<file path="config.mk">
export PLATFORM = sky130hd
export DESIGN_NAME = hazard_scoreboard_flat
export DESIGN_NICKNAME = d
export VERILOG_FILES = /design/src/rtl/hazard_pkg.sv /design/src/rtl/hazard_scoreboard_if.sv /design/src/rtl/hazard_src_match.sv /design/src/rtl/hazard_scoreboard.sv /design/src/flat_wrapper.sv
export SDC_FILE = /design/constraint.sdc
export NUM_CORES = 1
export LEC_CHECK = 0
export ABC_CLOCK_PERIOD_IN_PS = 7100
export BUFFER_PORTS_ARGS = -buffer_cell sky130_fd_sc_hd__buf_2
export CAP_MARGIN = 40
export CORE_MARGIN = 2
export CORE_UTILIZATION = 40
export DETAILED_ROUTE_END_ITERATION = 8
export HOLD_SLACK_MARGIN = 0.1
export PLACE_DENSITY = 0.73
export RECOVER_POWER = 50
export REMOVE_ABC_BUFFERS = 1
export SLEW_MARGIN = 20
export SYNTH_ARGS = -nofsm -noshare
export SYNTH_HDL_FRONTEND = slang
export SYNTH_SLANG_ARGS = --single-unit
</file>
<file path="constraint.sdc">
create_clock -name clk -period 7.1 [get_ports clk]
set_input_delay 1.42 -clock clk [delete_from_list [all_inputs] [get_ports clk]]
set_output_delay 1.42 -clock clk [all_outputs]
set_load 0.01 [all_outputs]
</file>
<file path="src/rtl/hazard_pkg.sv">
// Shared slot entry type and constants for the operand hazard scoreboard.
// Slot fields use the widest supported widths; narrower configurations zero-extend.
package hazard_pkg;

   localparam int RD_MAX_W  = 8;
   localparam int LAT_MAX_W = 4;
   localparam int FWD_RF    = 0;
   localparam logic [15:0] STALL_CNT_MAX = 16'hFFFF;

   typedef struct packed {
      logic                 valid;
      logic [RD_MAX_W-1:0]  rd;
      logic [LAT_MAX_W-1:0] lat;
   } slot_t;

   // Forward-select width: value 0 selects the register file, k selects slot k-1.
   function automatic int sel_width(input int depth);
      return $clog2(depth + 1);
   endfunction

endpackage

</file>
<file path="src/rtl/hazard_scoreboard_if.sv">
// Issue/operand/control bundle between the decode stage and the hazard scoreboard.
// Handshake: issue_valid requests issue; the instruction issues on an edge where stall=0 and freeze=0.
interface hazard_scoreboard_if #(
   parameter int NSRC   = 2,
   parameter int DEPTH  = 3,
   parameter int REG_AW = 5,
   parameter int LAT_W  = 2
);
   localparam int SELW = hazard_pkg::sel_width(DEPTH);

   logic                   issue_valid;
   logic                   issue_regwrite;
   logic [REG_AW-1:0]      issue_rd;
   logic [LAT_W-1:0]       issue_lat;
   logic                   issue_kill;
   logic [NSRC*REG_AW-1:0] src_rs;
   logic [NSRC-1:0]        src_used;
   logic                   freeze;
   logic [DEPTH-1:0]       flush_mask;
   logic [NSRC*SELW-1:0]   fwd_sel;
   logic                   stall;
   logic [15:0]            stall_cnt;

   modport master (
      output issue_valid, issue_regwrite, issue_rd, issue_lat, issue_kill,
      output src_rs, src_used, freeze, flush_mask,
      input  fwd_sel, stall, stall_cnt
   );

   modport slave (
      input  issue_valid, issue_regwrite, issue_rd, issue_lat, issue_kill,
      input  src_rs, src_used, freeze, flush_mask,
      output fwd_sel, stall, stall_cnt
   );

endinterface

</file>
<file path="src/rtl/hazard_src_match.sv">
// Youngest-first match of one source operand against the in-flight slots.
// Only the youngest matching slot decides: forward from it or request a stall.
module hazard_src_match
   import hazard_pkg::*;
#(
   parameter int DEPTH  = 3,
   parameter int REG_AW = 5,
   parameter int SELW   = 2
) (
   input  logic                    used_i,
   input  logic [REG_AW-1:0]       rs_i,
   input  slot_t [DEPTH-1:0]       slots_i,
   output logic [SELW-1:0]         sel_o,
   output logic                    stall_o
);

   logic found;

   always_comb begin
      found   = 1'b0;
      sel_o   = SELW'(FWD_RF);
      stall_o = 1'b0;
      for (int k = 0; k < DEPTH; k++) begin
         if (!found && used_i && (rs_i != '0) && slots_i[k].valid &&
             (slots_i[k].rd == RD_MAX_W'(rs_i))) begin
            found = 1'b1;
            // A result not yet produced at this stage blocks; older copies are never used.
            if (int'(slots_i[k].lat) <= k) sel_o = SELW'(k + 1);
            else                           stall_o = 1'b1;
         end
      end
   end

endmodule

</file>
<file path="src/rtl/hazard_scoreboard.sv">
// In-flight destination tracker for EX..EX+DEPTH-1 producing per-operand forward selects,
// an issue stall, and a saturating stall-cycle counter.
module hazard_scoreboard
   import hazard_pkg::*;
#(
   parameter int NSRC   = 2,
   parameter int DEPTH  = 3,
   parameter int REG_AW = 5,
   parameter int LAT_W  = 2
) (
   input logic                clk,
   input logic                rst,
   hazard_scoreboard_if.slave bus
);

   localparam int SELW = sel_width(DEPTH);

   slot_t [DEPTH-1:0]    slot_q, slot_d, flushed;
   slot_t                new_entry;
   logic [15:0]          cnt_q, cnt_d;
   logic [NSRC-1:0]      op_stall;
   logic [NSRC*SELW-1:0] fwd_sel;
   logic                 stall;
   logic                 accept;

   for (genvar i = 0; i < NSRC; i++) begin : g_src
      hazard_src_match #(
         .DEPTH  (DEPTH),
         .REG_AW (REG_AW),
         .SELW   (SELW)
      ) u_match (
         .used_i  (bus.src_used[i]),
         .rs_i    (bus.src_rs[i*REG_AW +: REG_AW]),
         .slots_i (slot_q),
         .sel_o   (fwd_sel[i*SELW +: SELW]),
         .stall_o (op_stall[i])
      );
   end

   // A squashed or idle ID stage never holds the pipe, whatever the operands look like.
   assign stall  = bus.issue_valid && !bus.issue_kill && (|op_stall);
   assign accept = bus.issue_valid && bus.issue_regwrite && !bus.issue_kill &&
                   !stall && (bus.issue_rd != '0);

   always_comb begin
      flushed = slot_q;
      for (int k = 0; k < DEPTH; k++) begin
         if (bus.flush_mask[k]) flushed[k].valid = 1'b0;
      end

      new_entry = '0;
      if (accept) begin
         new_entry.valid = 1'b1;
         new_entry.rd    = RD_MAX_W'(bus.issue_rd);
         new_entry.lat   = LAT_MAX_W'(bus.issue_lat);
      end

      // The oldest slot falls off the end: the register file is write-through.
      slot_d = flushed;
      if (!bus.freeze) begin
         for (int k = 1; k < DEPTH; k++) slot_d[k] = flushed[k-1];
         slot_d[0] = new_entry;
      end
   end

   always_comb begin
      cnt_d = cnt_q;
      if (stall && !bus.freeze && (cnt_q != STALL_CNT_MAX)) cnt_d = cnt_q + 16'd1;
   end

   always_ff @(posedge clk) begin
      if (rst) begin
         slot_q <= '0;
         cnt_q  <= '0;
      end else begin
         slot_q <= slot_d;
         cnt_q  <= cnt_d;
      end
   end

   assign bus.fwd_sel   = fwd_sel;
   assign bus.stall     = stall;
   assign bus.stall_cnt = cnt_q;

endmodule

</file>
<file path="src/flat_wrapper.sv">
// flat-port wrapper written by rule: the top's interface ports become plain ports
module hazard_scoreboard_flat import hazard_pkg::*;
#(
   parameter int NSRC   = 2,
   parameter int DEPTH  = 3,
   parameter int REG_AW = 5,
   parameter int LAT_W  = 2
)
  (clk, rst, bus_issue_valid, bus_issue_regwrite, bus_issue_rd, bus_issue_lat, bus_issue_kill, bus_src_rs, bus_src_used, bus_freeze, bus_flush_mask, bus_fwd_sel, bus_stall, bus_stall_cnt);
  hazard_scoreboard_if #(.NSRC(NSRC), .DEPTH(DEPTH), .REG_AW(REG_AW), .LAT_W(LAT_W)) bus_i ();
  input logic clk;
  input logic rst;
  input wire logic [$bits(bus_i.issue_valid)-1:0] bus_issue_valid;
  input wire logic [$bits(bus_i.issue_regwrite)-1:0] bus_issue_regwrite;
  input wire logic [$bits(bus_i.issue_rd)-1:0] bus_issue_rd;
  input wire logic [$bits(bus_i.issue_lat)-1:0] bus_issue_lat;
  input wire logic [$bits(bus_i.issue_kill)-1:0] bus_issue_kill;
  input wire logic [$bits(bus_i.src_rs)-1:0] bus_src_rs;
  input wire logic [$bits(bus_i.src_used)-1:0] bus_src_used;
  input wire logic [$bits(bus_i.freeze)-1:0] bus_freeze;
  input wire logic [$bits(bus_i.flush_mask)-1:0] bus_flush_mask;
  output wire logic [$bits(bus_i.fwd_sel)-1:0] bus_fwd_sel;
  output wire logic [$bits(bus_i.stall)-1:0] bus_stall;
  output wire logic [$bits(bus_i.stall_cnt)-1:0] bus_stall_cnt;
  assign bus_i.issue_valid = bus_issue_valid;
  assign bus_i.issue_regwrite = bus_issue_regwrite;
  assign bus_i.issue_rd = bus_issue_rd;
  assign bus_i.issue_lat = bus_issue_lat;
  assign bus_i.issue_kill = bus_issue_kill;
  assign bus_i.src_rs = bus_src_rs;
  assign bus_i.src_used = bus_src_used;
  assign bus_i.freeze = bus_freeze;
  assign bus_i.flush_mask = bus_flush_mask;
  assign bus_fwd_sel = bus_i.fwd_sel;
  assign bus_stall = bus_i.stall;
  assign bus_stall_cnt = bus_i.stall_cnt;
  hazard_scoreboard #(.NSRC(NSRC), .DEPTH(DEPTH), .REG_AW(REG_AW), .LAT_W(LAT_W)) u_core (.clk(clk), .rst(rst), .bus(bus_i));
endmodule
</file>
==> flow_metrics.env <==
export IMPL_ff2ff_path_depth=7
export IMPL_crit_arrival_ns=3.31
export IMPL_synth_seq_area_share=0.355
export IMPL_fin_crit_ns=4.73
export IMPL_antenna_diode_count=0
export IMPL_clk_pin_slew_ns=0.08
export IMPL_max_cap_violations=0
export IMPL_fin_nets=324
export IMPL_min_delay_path_depth=2
export IMPL_synth_compound_area_frac=0.176
export IMPL_layout_setup_ws_ns=2.37
export IMPL_grt_pass1_wl_um=9000
export IMPL_routed_wl_um=5230
export IMPL_final_common_cell="dfxtp_1"
export IMPL_ys_async_sr_fraction=0
export IMPL_synthSimpleGateAreaFrac=0.238
export IMPL_synth_xor_area_frac=0.116
export IMPL_fin_skew_ns=0.00261
export IMPL_drc=0
export IMPL_grt_total_usage=0.179
export IMPL_synthTopCellsByArea="dfxtp_1, mux2i_1, xor2_1"
export IMPL_gp_congestion=0.951
export IMPL_ios=49
export IMPL_dpl_cell_count=360
export IMPL_cp_required_ns=5.68
export IMPL_die_w_um=79.1
export IMPL_cts_buffers=5
export IMPL_cts_setup_buffers=0
export IMPL_mostFrequentLayoutCells="dfxtp_1, buf_2, nor2_1, xor2_1, a21oi_1"
export IMPL_hold_viol_final=0
export IMPL_synth_adder_area_share=0.00554
export IMPL_first_pass_iters=4
export IMPL_rsz0062_at_grt="false"
export IMPL_ir_drop_mv=0.0915
export IMPL_r2r_slack_ns=4.58
export IMPL_achievable_frequency_mhz=211
export IMPL_setup_violations=0
export IMPL_synth_top_family_by_area="simple AND/OR/NAND/NOR gates"
export IMPL_antenna_found_initial=0
export IMPL_portBuffers=48
export IMPL_start_kind="input pin"
export IMPL_yosysUniqueCellTypes=45
export IMPL_synth_area_leader_cell="dfxtp_1"
export IMPL_critical_path_class="input pin to primary output"
export IMPL_wl_per_cell_um=14.2
export IMPL_grt_pass1_vias=1968
export IMPL_syn_inst=254
export IMPL_drtIter0Drc=94
export IMPL_cts_sinks=40
export IMPL_insertion_delay_ns=0.30
export IMPL_dieArea_um2=6260
export IMPL_cts_hold_buffers=0
export IMPL_ctsResizeCount=0
export IMPL_synth_top_area_frac=0.355
export IMPL_dpl_hpwl_um=3900
export IMPL_cp_end_kind="primary output"
export IMPL_areaGrowthSynthToFinish_pct=16.0
export IMPL_cts_buffer_depth=2
export IMPL_postRouteAntennaNets=0
export IMPL_worst_pin_slew_ns=1.23
export IMPL_cp_max_fo=32
export IMPL_grt_max_degree=36
export IMPL_post_place_ws_ns=2.40
export IMPL_synth_area_per_cell_um2=8.89
export IMPL_synth_ff_type="dfxtp_1"
export IMPL_syn_area_um2=2260
export IMPL_ys_warn_count=0
export IMPL_row_count=27
export IMPL_root_buffer="clkbuf_8"
export IMPL_cts_tree="done"
export IMPL_leakagePower_uw=0.000960
export IMPL_start_util=0.413
export IMPL_power_density_nw_per_um2=174
export IMPL_slew_headroom=0.181
export IMPL_fin_cells=368
export IMPL_finalMaxSlewViolations=0
export IMPL_postLayoutCoreUtil=0.479
export IMPL_die_y_um=79.1
export IMPL_min_period_over_period=0.667
export IMPL_ys_seq_elements=40
export IMPL_tns_ns=0
export IMPL_p_total_uw=455
export IMPL_hold_path_class="register to register"
export IMPL_via_per_inst=5.36
export IMPL_status="finished, final reports clean"
export IMPL_drive_above_1_share=0.169
export IMPL_overflow=0
export IMPL_synth_edff_count=0
export IMPL_vias=1973
export IMPL_h_tree_depth=2
export IMPL_core_um2=5470
export IMPL_synthMuxAreaShare=0.0670
power by group:
group	leakage (uW)	internal, uW	switching [uW]
clock network	0.0000541	104	86.4
logic	0.000584	15.9	21.8
registers	0.000322	225	1.49
total	0.000960	345	110
worst paths after layout:
kind | to | from
worst max-delay path | bus_stall | bus_src_rs[1]
worst min-delay path | u_core.flushed[13] | u_core.flushed[13]
worst max register to register | u_core.flushed[0] | u_core.flushed[19]
worst min register to register | u_core.flushed[13] | u_core.flushed[13]
per-stage QoR:
step / hold WS [ns] / instance area, um^2
2_1_floorplan: 0.460 / 2180
3_3_place_gp: 0.472 / 2510
3_5_place_dp: 0.484 / 2530
4_1_cts: 0.500 / 2640
5_1_grt: 0.537 / 2620
6_report: 0.501 / 2620
flip-flops by register name, summed over array words and instances, names as in the netlist:
| name | flops |
|---|---|
| u_core.flushed | 21 |
| u_core.bus.stall_cnt | 16 |
| u_core.slot_q | 3 |
area by class of cell:
cell class / count / area [um^2]
Fill cell: 561 / 2850
Timing Repair Buffer: 49 / 233
Clock inverter: 3 / 42.5
Inverter: 6 / 22.5
Multi-Input combinational cell: 193 / 1360
Clock buffer: 5 / 68.8
Tap cell: 72 / 90.1
Sequential cell: 40 / 801
critical path: stages:
cell	delay, ns
buf_2	0.13
or4_1	0.51
o21ai_1	0.22
a21oi_2	0.08
a22oi_1	0.28
o221a_4	0.43
nor2_1	0.08
buf_2	0.14
metal layers:
layer	GRT usage	part of all wire	wire length [um]	vias to the layer above
met1	0.221	0.46	2390	900
met4	0.0690	0.015	78	0
met2	0.300	0.47	2470	48
li1	-	-	-	1016
met3	0.0409	0.055	286	9
met5	0	0	0	-
cell families (layout without fill, tap and decap cells):
logic type               after synthesis  in the layout
AND/OR/NAND/NOR                       92             92
AO/OA/AOI/OAI                         55             55
flip-flops                            40             40
XOR/XNOR                              30             30
buffers and inverters                 21             63
multiplexers                          15             15
adder cells (fa/ha/maj)                1              1
cell usage after synthesis (all sizes together), types with 3 or more instances:
cell    instances
a32o            3
nand3           6
xnor2          14
and2            3
mux2i          14
a21oi          18
nand3b          4
or4b            3
or4            12
nor3            3
buf             6
o31ai          12
clkbuf          9
a22o            5
dfxtp          40
nand2          13
o21ai           6
inv             6
nor2           24
nand4           8
nor4            4
xor2           16
and3            4
o41ai           3
Power figures use the tool's default switching activity.
